===== config.mk =====
export PLATFORM = sky130hd
export DESIGN_NAME = rst_seq
export DESIGN_NICKNAME = d
export VERILOG_FILES = /design/src/rtl/rst_seq_pkg.sv /design/src/rtl/rst_seq_cnt.sv /design/src/rtl/rst_seq.sv
export SDC_FILE = /design/constraint.sdc
export NUM_CORES = 1
export LEC_CHECK = 0
export CAP_MARGIN = 30
export CORE_MARGIN = 10
export CORE_UTILIZATION = 58
export CTS_BUF_LIST = sky130_fd_sc_hd__clkbuf_2
export DETAILED_ROUTE_END_ITERATION = 7
export HOLD_SLACK_MARGIN = 0.08
export PLACE_DENSITY = 0.77
export SYNTH_ARGS = -nofsm -noshare
export SYNTH_HDL_FRONTEND = slang
export SYNTH_SLANG_ARGS = --single-unit

===== constraint.sdc =====
create_clock -name CLK -period 2 [get_ports CLK]
set_input_delay 0.4 -clock CLK [delete_from_list [all_inputs] [get_ports CLK]]
set_output_delay 0.4 -clock CLK [all_outputs]
set_load 0.1 [all_outputs]

===== src/rtl/rst_seq_pkg.sv =====
// Shared types and constants for the reset sequencer: FSM state encoding and
// the width of the inter-stage delay counter.
package rst_seq_pkg;

    typedef enum logic [1:0] {
        ST_HOLD    = 2'd0,
        ST_RELEASE = 2'd1,
        ST_DONE    = 2'd2
    } state_e;

    localparam int CNT_W = 8;

endpackage


===== src/rtl/rst_seq_cnt.sv =====
// Clearable delay counter: counts while enabled, wraps to zero on the edge at
// which it sits at the terminal value, and flags that terminal value on tc_o.
module rst_seq_cnt
    import rst_seq_pkg::*;
(
    input  logic             clk_i,
    input  logic             rst_i,
    input  logic             clear_i,
    input  logic             en_i,
    input  logic [CNT_W-1:0] term_i,
    output logic             tc_o
);

    logic [CNT_W-1:0] cnt_q;
    logic [CNT_W-1:0] cnt_d;

    assign tc_o = (cnt_q == term_i);

    // Next count: clear wins, otherwise count up and wrap at the terminal value.
    always_comb begin
        cnt_d = cnt_q;
        if (clear_i) begin
            cnt_d = {CNT_W{1'b0}};
        end else if (en_i) begin
            if (tc_o) begin
                cnt_d = {CNT_W{1'b0}};
            end else begin
                cnt_d = cnt_q + CNT_W'(1);
            end
        end else begin
            cnt_d = cnt_q;
        end
    end

    // Counter register.
    always_ff @(posedge clk_i or posedge rst_i) begin
        if (rst_i) begin
            cnt_q <= {CNT_W{1'b0}};
        end else begin
            cnt_q <= cnt_d;
        end
    end

endmodule


===== src/rtl/rst_seq.sv =====
// Staged reset sequencer: holds all domains in reset, then releases them one
// by one from bit 0. Define RST_SEQ_SOFT_REQ_EN to allow SOFT_REQ re-sequencing.
module rst_seq
    import rst_seq_pkg::*;
#(
    parameter int NUM_DOMAINS = 3,
    parameter int HOLD_CYCLES = 8,
    parameter int STAGE_DLY   = 16
) (
    input  logic                   CLK,
    input  logic                   RST,
    input  logic                   SOFT_REQ,
    output logic                   SOFT_ACK,
    output logic [NUM_DOMAINS-1:0] DOMAIN_RST_N,
    output logic                   SEQ_DONE
);

    localparam int IDX_W = $clog2(NUM_DOMAINS) + 1;
    localparam logic [CNT_W-1:0]       HOLD_TERM  = CNT_W'(HOLD_CYCLES - 1);
    localparam logic [CNT_W-1:0]       STAGE_TERM = CNT_W'(STAGE_DLY - 1);
    localparam logic [IDX_W-1:0]       IDX_LAST   = IDX_W'(NUM_DOMAINS - 1);
    localparam logic [NUM_DOMAINS-1:0] DOM_FIRST  = NUM_DOMAINS'(1);
`ifdef RST_SEQ_SOFT_REQ_EN
    localparam logic SOFT_EN = 1'b1;
`else
    localparam logic SOFT_EN = 1'b0;
`endif

    state_e                  state_q;
    logic [IDX_W-1:0]        idx_q;
    logic [NUM_DOMAINS-1:0]  dom_q;
    logic                    done_q;
    logic                    ack_q;
    logic                    tc_s;
    logic                    soft_accept_s;
    logic [CNT_W-1:0]        term_s;

    assign soft_accept_s = SOFT_EN & SOFT_REQ & (state_q == ST_DONE);
    assign term_s        = (state_q == ST_HOLD) ? HOLD_TERM : STAGE_TERM;

    rst_seq_cnt u_cnt (
        .clk_i   (CLK),
        .rst_i   (RST),
        .clear_i (soft_accept_s),
        .en_i    (state_q != ST_DONE),
        .term_i  (term_s),
        .tc_o    (tc_s)
    );

    // Sequencing FSM; dom_q is a thermometer code, so a shift-in of 1 releases
    // exactly the next domain and released bits can only drop via reset/soft restart.
    always_ff @(posedge CLK or posedge RST) begin
        if (RST) begin
            state_q <= ST_HOLD;
            idx_q   <= {IDX_W{1'b0}};
            dom_q   <= {NUM_DOMAINS{1'b0}};
            done_q  <= 1'b0;
            ack_q   <= 1'b0;
        end else begin
            ack_q <= 1'b0;
            case (state_q)
                ST_HOLD: begin
                    if (tc_s) begin
                        dom_q   <= DOM_FIRST;
                        idx_q   <= {IDX_W{1'b0}};
                        state_q <= ST_RELEASE;
                    end
                end
                ST_RELEASE: begin
                    if (tc_s) begin
                        if (idx_q == IDX_LAST) begin
                            done_q  <= 1'b1;
                            state_q <= ST_DONE;
                        end else begin
                            dom_q <= (dom_q << 1) | DOM_FIRST;
                            idx_q <= idx_q + IDX_W'(1);
                        end
                    end
                end
                ST_DONE: begin
                    if (soft_accept_s) begin
                        dom_q   <= {NUM_DOMAINS{1'b0}};
                        done_q  <= 1'b0;
                        ack_q   <= 1'b1;
                        idx_q   <= {IDX_W{1'b0}};
                        state_q <= ST_HOLD;
                    end
                end
                default: begin
                    state_q <= ST_HOLD;
                end
            endcase
        end
    end

    assign DOMAIN_RST_N = dom_q;
    assign SEQ_DONE     = done_q;
    assign SOFT_ACK     = ack_q;

endmodule


==> results of run 1 <==
-- final timing paths --
check / endpoint / slack, ns / depth (start not counted)
setup / recovery: DOMAIN_RST_N[0]$_DFFE_PP0P_ / 0.33 / 7
hold / removal: DOMAIN_RST_N[0]$_DFFE_PP0P_ / 0.44 / 2
setup reg to reg: DOMAIN_RST_N[0]$_DFFE_PP0P_ / 0.33 / 7
hold reg to reg: u_cnt.cnt_q[7]$_DFFE_PP0P_ / 0.48 / 1
max in group asynchronous: u_cnt.cnt_q[3]$_DFFE_PP0P_ / 1.13 / 2
min in group CLK: u_cnt.cnt_q[7]$_DFFE_PP0P_ / 0.48 / 1
-- kinds of logic after synthesis --
logic type	Yosys count	share of synthesized area (%)
xor gates and xnor gates	5	4.78
other	1	0.409
muxes	6	7.24
and+or+nand+nor	32	22.4
DFF	17	46.4
adders and majority gates	3	4.10
AOI/OAI and AO/OA	12	9.56
buffers and inverters	9	5.05
-- per-layer routing --
layer  track usage [%]  wire length [µm]  vias up
li1                  -                 -      303
met1              10.9               765      288
met2              14.9               686       10
met3              1.91                42        3
met4              3.85                29        0
met5                 0                 0        -
-- through the flow --
| stage | worst slack, ns | std cells | hold slack (ns) | power, W | instance area, µm² |
|---|---|---|---|---|---|
| floorplan | 0.382 | 85 | 0.326 | 0.000365 | 916 |
| global placement | 0.400 | 103 | 0.459 | 0.000367 | 956 |
| detailed placement | 0.348 | 103 | 0.457 | 0.000367 | 956 |
| CTS | 0.332 | 107 | 0.458 | 0.000528 | 976 |
| global route | 0.216 | 107 | 0.495 | 0.000535 | 976 |
| finish | 0.328 | 107 | 0.443 | 0.000522 | 976 |
-- area by class of cell --
type                       count  area, µm²
fill                         119        531
multi-input combinational     59        444
sequential                    17        425
timing repair buffer           6       47.5
clock buffer                   4       20.0
tap                           16       20.0
inverter                       5       18.8
-- registers in the layout, indices dropped and copies added, names as in the netlist --
signal        count
DOMAIN_RST_N      3
SEQ_DONE          1
u_cnt.cnt_q       8
state_q           2
idx_q             3
-- worst max-delay path, stage by stage (launching register included) --
cell and delay, ns:
dfrtp_1 0.42, inv_1 0.10, ha_1 0.17, nand2b_1 0.13
a21oi_1 0.25, nor3_4 0.06, buf_4 0.17, or2_2 0.27
-- cells in the mapped netlist (all sizes together) (2+ instances only) --
library cell	instances
inv	5
dfrtp	17
nor2	8
buf	3
nand2b	3
o41ai	2
xnor2	2
ha	3
nand3	2
mux2i	4
xor2	3
nand4	2
o31ai	2
nor2b	3
mux2	2
a21oi	4
nand2	8
-- power groups by stage --
stage	combinational [W]	sequential [W]	clock, W
2_1_floorplan	0.0000148	0.000350	0
3_5_place_dp	0.0000169	0.000350	0
5_1_grt	0.0000179	0.000344	0.000173
4_1_cts	0.0000170	0.000344	0.000167
3_3_place_gp	0.0000169	0.000350	0
6_report	0.0000165	0.000344	0.000161
==> metrics, run 1 <==
most frequent cells in the layout=17 x dfrtp_1, 7 x nor2_1, 7 x nand2_1, 5 x inv_1, 5 x buf_4; static leakage=0.457 nW; period utilisation layout=83.6%; count of nets after finishing=98; Async SR Flop Fraction=100%; Worst Path Max Fanout=4; Clock Power Share=30.9%; CTS Root Cell=clkbuf_2; layout cell share with drive strength beyond 1=18.7%; Max Slew Vio Count=0; post-synth top area cell=dfrtp_1; pwr/cell area=535 nW/µm²; CORE AREA=1510 µm²; Critical Setup Path Class=flip-flop to flip-flop; DR vias/cell=5.64; Peak VDD IR=423 µV; CP startpoint kind=flip-flop; Die Width=59.7 µm; Max Root-Sink Buffers=2; initial antenna violation count=0; Int Pwr=0.000399 W; Clock transition at path regs=0.17 ns; TritonCTS Buffers=3; worst-margin pin slew=0.637 ns; Port Buffers=5; RR Startpoint=idx_q[0]$_DFFE_PP0P_; first-pass GRT wire length=2550 µm; top cell type's share of synthesized area=46.4%; TritonCTS clock tree=yes; DRT iter0 DRCs=5; CP endpoint kind=flip-flop; Max-Cap Viols=0; Critical Path AT=1.89 ns; # Post-CTS Setup Buffers=0; DRC violations left=0; crit path launch=idx_q[0]$_DFFE_PP0P_; Final Hold Fails=0; Post-synth EDFFs=0; final setup vio count=0; mapped cell area=916 µm²; hold_buf cts=0; worst skew pair latency=0.31 ns; Ys Warns=0; Post-Route WL=1520 µm; top_reg_cell synth=dfrtp_1; Seq pwr share=65.9%; Detail Placement HPWL=1110 µm; DRT antenna net count=0; # rows=14; Syn Inst Count=85; syn_area_per_cell=10.8 µm²; via count=604; GPL Wtd Cong=0.785; Congestion Overflow GR=0; CTS HTree Levels=1; CTS resizes=0; post-synth cell types=34; Antenna Cells=0; initial core utilization=60.8%; Hold Path Class=primary input to async pin; clock sink count=17; first drt pass iteration count=4; Yosys reg bits=17; setup TNS=0 ns; NetSw=0.000123 W; DIE AREA=3570 µm²; switch share=23.6%; commonest non-fill, non-tap cell in the layout=dfrtp_1; main area contributors after synthesis=dfrtp_1 46%, mux2i_1 4.4%, ha_1 4.1%; clk_skew=0.0166 ns; sequential share of the synthesized area=46.4%; Final Core Density=64.8%; num ports=8; area delta synth->final=6.56%; Tmin final=1.67 ns; Routed wire per std cell=14.2 µm; WP data required=2.22 ns; Die Y-Extent=59.7 µm; power share of the combinational group=3.2%; Synth Net Count=91; status=complete, no violations; number of global-route vias before repair=600; largest net degree at the start of global routing=18; RSZ-0062 raised after global routing=no; Rel. slew slack=57.5%; All-Layer GR Usage=8.99%; maximum clock frequency=598 MHz
(Power assumes the default switching activity.)
==> inputs of run 2 (changes only) <==
==> constraint.sdc (replaced) <==
create_clock -name CLK -period 1.8 [get_ports CLK]
set_input_delay 0.36 -clock CLK [delete_from_list [all_inputs] [get_ports CLK]]
set_output_delay 0.36 -clock CLK [all_outputs]
set_load 0.1 [all_outputs]
==> metrics, run 2 (synthesis gave the netlist of run 1 again) <==
Final Hold Fails=0 (unchanged); CP startpoint kind=flip-flop (unchanged); Congestion Overflow GR=0 (unchanged); Tmin final=1.63 ns (was 1.67 ns); Levels on crit path=6 (was 7); Detail Placement HPWL=1250 µm (was 1110 µm); critical path's slowest cell=dfrtp_2 (was dfrtp_1); Seq pwr share=66.4% (was 65.9%); final setup vio count=0 (unchanged); switch share=22.7% (was 23.6%); Clock transition at path regs=0.16 ns (was 0.17 ns); Max-Cap Viols=0 (unchanged); TritonCTS Buffers=3 (unchanged); RSZ-0062 raised after global routing=no (unchanged); count of nets after finishing=102 (was 98); Int Pwr=0.000445 W (was 0.000399 W); clk_skew=0.0115 ns (was 0.0166 ns); Max Root-Sink Buffers=2 (unchanged); CORE AREA=1510 µm² (unchanged); Final Core Density=70.2% (was 64.8%); number of global-route vias before repair=638 (was 600); Largest Register=u_cnt.cnt_q (unchanged); Clock Power Share=30.0% (was 30.9%); Critical Path AT=1.81 ns (was 1.89 ns); DRC violations left=0 (unchanged); initial core utilization=60.8% (unchanged); num ports=8 (unchanged); max reg flops=8 (unchanged); first drt pass iteration count=4 (unchanged); most frequent cells in the layout=16 x dfrtp_1, 7 x nor2_1, 7 x nand2_1, 5 x inv_1, 5 x buf_4 (was 17 x dfrtp_1, 7 x nor2_1, 7 x nand2_1, 5 x inv_1, 5 x buf_4); Routed wire per std cell=14.3 µm (was 14.2 µm); pwr/cell area=544 nW/µm² (was 535 nW/µm²); period utilisation layout=90.6% (was 83.6%); power share of the combinational group=3.5% (was 3.2%); CTS Root Cell=clkbuf_2 (unchanged); DRT antenna net count=0 (unchanged); Largest delay share family, worst path=simple AND/OR/NAND/NOR gates (unchanged); Antenna Cells=0 (unchanged); fillers=119 (unchanged); DR vias/cell=5.74 (was 5.64); clock sink count=17 (unchanged); crit path launch=u_cnt.cnt_q[0]$_DFFE_PP0P_ (was idx_q[0]$_DFFE_PP0P_); commonest non-fill, non-tap cell in the layout=dfrtp_1 (unchanged); largest net degree at the start of global routing=18 (unchanged); # rows=14 (unchanged); # Post-CTS Setup Buffers=0 (unchanged); RR Startpoint=u_cnt.cnt_q[0]$_DFFE_PP0P_ (was idx_q[0]$_DFFE_PP0P_); crit path buf inv count=1 (was 2); worst skew pair latency=0.28 ns (was 0.31 ns); first-pass GRT wire length=2840 µm (was 2550 µm); Worst Path Max Fanout=9 (was 4); TritonCTS clock tree=yes (unchanged); hold_buf cts=0 (unchanged); Port Buffers=5 (unchanged); Max Slew Vio Count=0 (unchanged); Critical Path Max Stage Delay=0.47 ns (was 0.42 ns); layout cell share with drive strength beyond 1=23.2% (was 18.7%); GPL Wtd Cong=0.749 (was 0.785); static leakage=0.498 nW (was 0.457 nW); area delta synth->final=15.4% (was 6.56%); Hold Path Class=primary input to async pin (unchanged); All-Layer GR Usage=9.98% (was 8.99%); DIE AREA=3570 µm² (unchanged); WP data required=1.98 ns (was 2.22 ns); Critical Setup Path Class=flip-flop to flip-flop (unchanged); maximum clock frequency=613 MHz (was 598 MHz); CP cell instances=ha_1 > and4bb_4 > nand2_4 > nor3_4 > buf_4 > or2_2 (was inv_1 > ha_1 > nand2b_1 > a21oi_1 > nor3_4 > buf_4 > or2_2); NetSw=0.000130 W (was 0.000123 W); status=complete, no violations (unchanged); Worst R2R Path Depth=6 (was 7); Post-Route WL=1580 µm (was 1520 µm); setup TNS=0 ns (unchanged); initial antenna violation count=0 (unchanged); Die Y-Extent=59.7 µm (unchanged); CTS HTree Levels=1 (unchanged); CP endpoint kind=flip-flop (unchanged); DRT iter0 DRCs=11 (was 5); Peak VDD IR=458 µV (was 423 µV); via count=637 (was 604); Die Width=59.7 µm (unchanged)
-- run 2: cell count changes in the layout (fill, tap and decap cells not counted), sizes merged --
| cell | before | now |
|---|---|---|
| buf | 5 | 9 |
-- run 2: timing repair --
| action | 4_1_cts | 5_1_grt |
|---|---|---|
| endpoints found under the hold margin | 0 | 0 |
| endpoints found under the setup margin | 0 | 1 |
| resized for setup | 0 | 1 |
-- run 2: layer usage --
layer | vias up | GRT usage [%] | wire length [µm]
met1 | 311 | 12.7 | 713
met3 | 2 | 2.75 | 84
met5 | - | 0 | 0
li1 | 314 | - | -
met4 | 0 | 3.21 | 9
met2 | 10 | 15.9 | 775
-- run 2: metrics by stage --
| step | total power, W | cells | hold slack, ns | cell area, µm² | setup WS, ns |
|---|---|---|---|---|---|
| floorplan | 0.000406 | 85 | 0.286 | 916 | 0.182 |
| finish | 0.000575 | 111 | 0.364 | 1060 | 0.169 |
| detailed placement | 0.000410 | 107 | 0.458 | 1040 | 0.173 |
| CTS | 0.000583 | 111 | 0.364 | 1060 | 0.125 |
| global route | 0.000598 | 111 | 0.375 | 1060 | 0.0392 |
| global placement | 0.000410 | 107 | 0.453 | 1040 | 0.212 |
-- run 2: layout make-up --
| cell class | instances | area [µm²] | share of cell area [%] |
|---|---|---|---|
| clock buffers | 4 | 20.0 | 1.89 |
| inverters | 5 | 18.8 | 1.78 |
| multi-input cells | 59 | 444 | 42.0 |
| flip-flops and latches | 17 | 427 | 40.4 |
| well taps | 16 | 20.0 | 1.89 |
| repair buffers | 10 | 128 | 12.1 |
-- run 2: final timing paths --
path,end,slack (ns)
max reg2reg,DOMAIN_RST_N[0]$_DFFE_PP0P_,0.17
max in group asynchronous,u_cnt.cnt_q[0]$_DFFE_PP0P_,1.24
min reg2reg,u_cnt.cnt_q[7]$_DFFE_PP0P_,0.48
max,DOMAIN_RST_N[0]$_DFFE_PP0P_,0.17
min,u_cnt.cnt_q[6]$_DFFE_PP0P_,0.36
min in group CLK,u_cnt.cnt_q[7]$_DFFE_PP0P_,0.48
-- run 2: tightest hold or removal path, cell delays in order --
cell,delay [ns]
clkdlybuf4s50_1,0.39
inv_1,0.06
buf_4,0.24
-- run 2: power by group through the flow --
stage,Clock [W],Sequential [W],Combinational [W]
floorplan,0,0.000389,0.0000165
global placement,0,0.000389,0.0000207
detailed placement,0,0.000389,0.0000207
CTS,0.000180,0.000382,0.0000207
global route,0.000194,0.000382,0.0000219
finish,0.000173,0.000382,0.0000202
==> inputs of run 3 (changes only) <==
--- a/config.mk
+++ b/config.mk
@@ -6,7 +6,7 @@
 export NUM_CORES = 1
 export LEC_CHECK = 0
 export CAP_MARGIN = 30
-export CORE_MARGIN = 10
+export CORE_MARGIN = 1.5
 export CORE_UTILIZATION = 58
 export CTS_BUF_LIST = sky130_fd_sc_hd__clkbuf_2
 export DETAILED_ROUTE_END_ITERATION = 7
==> metrics, run 3 (synthesis gave the netlist of run 1 again) <==
status=complete, no violations (unchanged); DIE AREA=1830 µm² (was 3570 µm²); Routed wire per std cell=13.2 µm (was 14.3 µm); num ports=8 (unchanged); DRT iter0 DRCs=14 (was 11); count of nets after finishing=102 (unchanged); Tmin final=1.65 ns (was 1.63 ns); DRT antenna net count=0 (unchanged); number of global-route vias before repair=609 (was 638); Worst Path Max Fanout=9 (unchanged); Met2 Wirelength=702 µm (was 775 µm); switch share=22.3% (was 22.7%); CTS Root Cell=clkbuf_2 (unchanged); Die Width=42.7 µm (was 59.7 µm); crit path buf inv count=1 (unchanged); initial core utilization=61.5% (was 60.8%); flop-to-flop setup slack=0.15 ns (was 0.17 ns); Int Pwr=0.000444 W (was 0.000445 W); DR WL met3=67 µm (was 84 µm); RR Startpoint=u_cnt.cnt_q[0]$_DFFE_PP0P_ (unchanged); Critical path destination=DOMAIN_RST_N[2]$_DFFE_PP0P_ (was DOMAIN_RST_N[0]$_DFFE_PP0P_); Clock transition at path regs=0.15 ns (was 0.16 ns); NetSw=0.000127 W (was 0.000130 W); first drt pass iteration count=4 (unchanged); Largest Register=u_cnt.cnt_q (unchanged); GPL Wtd Cong=0.826 (was 0.749); Congestion Overflow GR=0 (unchanged); max reg flops=8 (unchanged); WP data required=2.03 ns (was 1.98 ns); Max Slew Vio Count=0 (unchanged); Hold Path Class=primary input to async pin (unchanged); CORE AREA=1490 µm² (was 1510 µm²); CP cell instances=ha_1 > and4bb_4 > nand2_4 > nor3_4 > buf_4 > mux2i_1 (was ha_1 > and4bb_4 > nand2_4 > nor3_4 > buf_4 > or2_2); CTS resizes=0 (unchanged); M1 wire length=681 µm (was 713 µm); Final Hold Fails=0 (unchanged); Peak VDD IR=421 µV (was 458 µV); first-pass GRT wire length=2700 µm (was 2840 µm); setup TNS=0 ns (unchanged); Worst Slack Setup Final=0.154 ns (was 0.169 ns); maximum clock frequency=607 MHz (was 613 MHz); Place WS=0.176 ns (was 0.173 ns); CTS HTree Levels=1 (unchanged); Worst R2R Path Depth=6 (unchanged); critical path's slowest cell=dfrtp_1 (was dfrtp_2); Die Y-Extent=42.7 µm (was 59.7 µm); Critical Setup Path Class=flip-flop to flip-flop (unchanged); via count=623 (was 637); Levels on crit path=6 (unchanged); DR vias/cell=5.61 (was 5.74); CP startpoint kind=flip-flop (unchanged); Seq. cell area=425 µm² (was 427 µm²); All-Layer GR Usage=19.9% (was 9.98%); TritonCTS clock tree=yes (unchanged); most frequent cells in the layout=17 x dfrtp_1, 7 x nor2_1, 7 x nand2_1, 5 x inv_1, 5 x buf_4 (was 16 x dfrtp_1, 7 x nor2_1, 7 x nand2_1, 5 x inv_1, 5 x buf_4); # rows=14 (unchanged); fillers=122 (was 119); Post-Route WL=1470 µm (was 1580 µm); Max Root-Sink Buffers=2 (unchanged); Top Metal Used=met4 (unchanged); # Post-CTS Setup Buffers=0 (unchanged); TritonCTS Buffers=3 (unchanged); Largest delay share family, worst path=simple AND/OR/NAND/NOR gates (unchanged); commonest non-fill, non-tap cell in the layout=dfrtp_1 (unchanged); area of the multi-input gates=444 µm² (unchanged); DRC violations left=0 (unchanged); RSZ-0062 raised after global routing=no (unchanged); clk_skew=0.0102 ns (was 0.0115 ns); crit path launch=u_cnt.cnt_q[0]$_DFFE_PP0P_ (unchanged); Port Buffers=5 (unchanged); power share of the combinational group=3.5% (about the same); hold_buf cts=0 (unchanged); Seq pwr share=66.8% (was 66.4%); layout cell share with drive strength beyond 1=22.1% (was 23.2%); final setup vio count=0 (unchanged); area delta synth->final=15.3% (was 15.4%); period utilisation layout=91.5% (was 90.6%); largest net degree at the start of global routing=18 (unchanged); Clock Power Share=29.7% (was 30.0%); Critical Path Max Stage Delay=0.45 ns (was 0.47 ns); static leakage=0.498 nW (about the same); cell area after layout=1060 µm² (about the same); clock sink count=17 (unchanged); pwr/cell area=541 nW/µm² (was 544 nW/µm²); Detail Placement HPWL=1130 µm (was 1250 µm); worst skew pair latency=0.29 ns (was 0.28 ns); CP endpoint kind=flip-flop (unchanged); worst reg2reg endpoint=DOMAIN_RST_N[2]$_DFFE_PP0P_ (was DOMAIN_RST_N[0]$_DFFE_PP0P_); Max-Cap Viols=0 (unchanged); Critical Path AT=1.88 ns (was 1.81 ns); Antenna Cells=0 (unchanged); initial antenna violation count=0 (unchanged); Placement Cell Area=1040 µm² (unchanged)
[run 3: power by group through the flow]
stage                     Clock, W  Combinational, W  Sequential, W
after floorplan                  0         0.0000165       0.000389
after CTS                 0.000176         0.0000206       0.000382
final                     0.000170         0.0000200       0.000382
after detailed placement         0         0.0000206       0.000389
after global placement           0         0.0000205       0.000389
after global routing      0.000193         0.0000222       0.000382
[run 3: area by class of cell]
type                            instances  area share [%]
Tap cell                               16            1.90
Multi-Input combinational cell         59            42.1
Timing Repair Buffer                   10            12.1
Clock buffer                            4            1.90
Sequential cell                        17            40.3
Inverter                                5            1.78
[run 3: worst register-to-register path, stage by stage, from the launching register on]
cell and delay, ns:
dfrtp_1 0.45, ha_1 0.21, and4bb_4 0.27, nand2_4 0.10
nor3_4 0.21, buf_4 0.17, mux2i_1 0.18
[run 3: metrics by stage]
stage	power (W)	std cells	hold WS [ns]	utilization (%)
after CTS	0.000579	111	0.354	70.9
after global routing	0.000598	111	0.358	70.9
after floorplan	0.000406	85	0.286	-
after detailed placement	0.000410	107	0.469	69.6
final	0.000572	111	0.354	70.9
after global placement	0.000410	107	0.460	69.6
[run 3: worst min path at each step]
stage                                           from                          end  slack, ns  depth (start not counted)
after floorplan                                  RST  DOMAIN_RST_N[0]$_DFFE_PP0P_       0.29                          1
after CTS                                        RST  DOMAIN_RST_N[0]$_DFFE_PP0P_       0.35                          3
final                                            RST   u_cnt.cnt_q[1]$_DFFE_PP0P_       0.35                          3
after detailed placement  u_cnt.cnt_q[7]$_DFFE_PP0P_   u_cnt.cnt_q[7]$_DFFE_PP0P_       0.47                          1
after global placement    u_cnt.cnt_q[7]$_DFFE_PP0P_   u_cnt.cnt_q[7]$_DFFE_PP0P_       0.46                          1
after global routing                             RST   u_cnt.cnt_q[1]$_DFFE_PP0P_       0.36                          3
[run 3: layer usage]
layer | vias up | GRT usage, %
met1 | 286 | 27.4
met2 | 19 | 30.9
met3 | 4 | 3.83
li1 | 314 | -
met5 | - | 0
met4 | 0 | 7.50
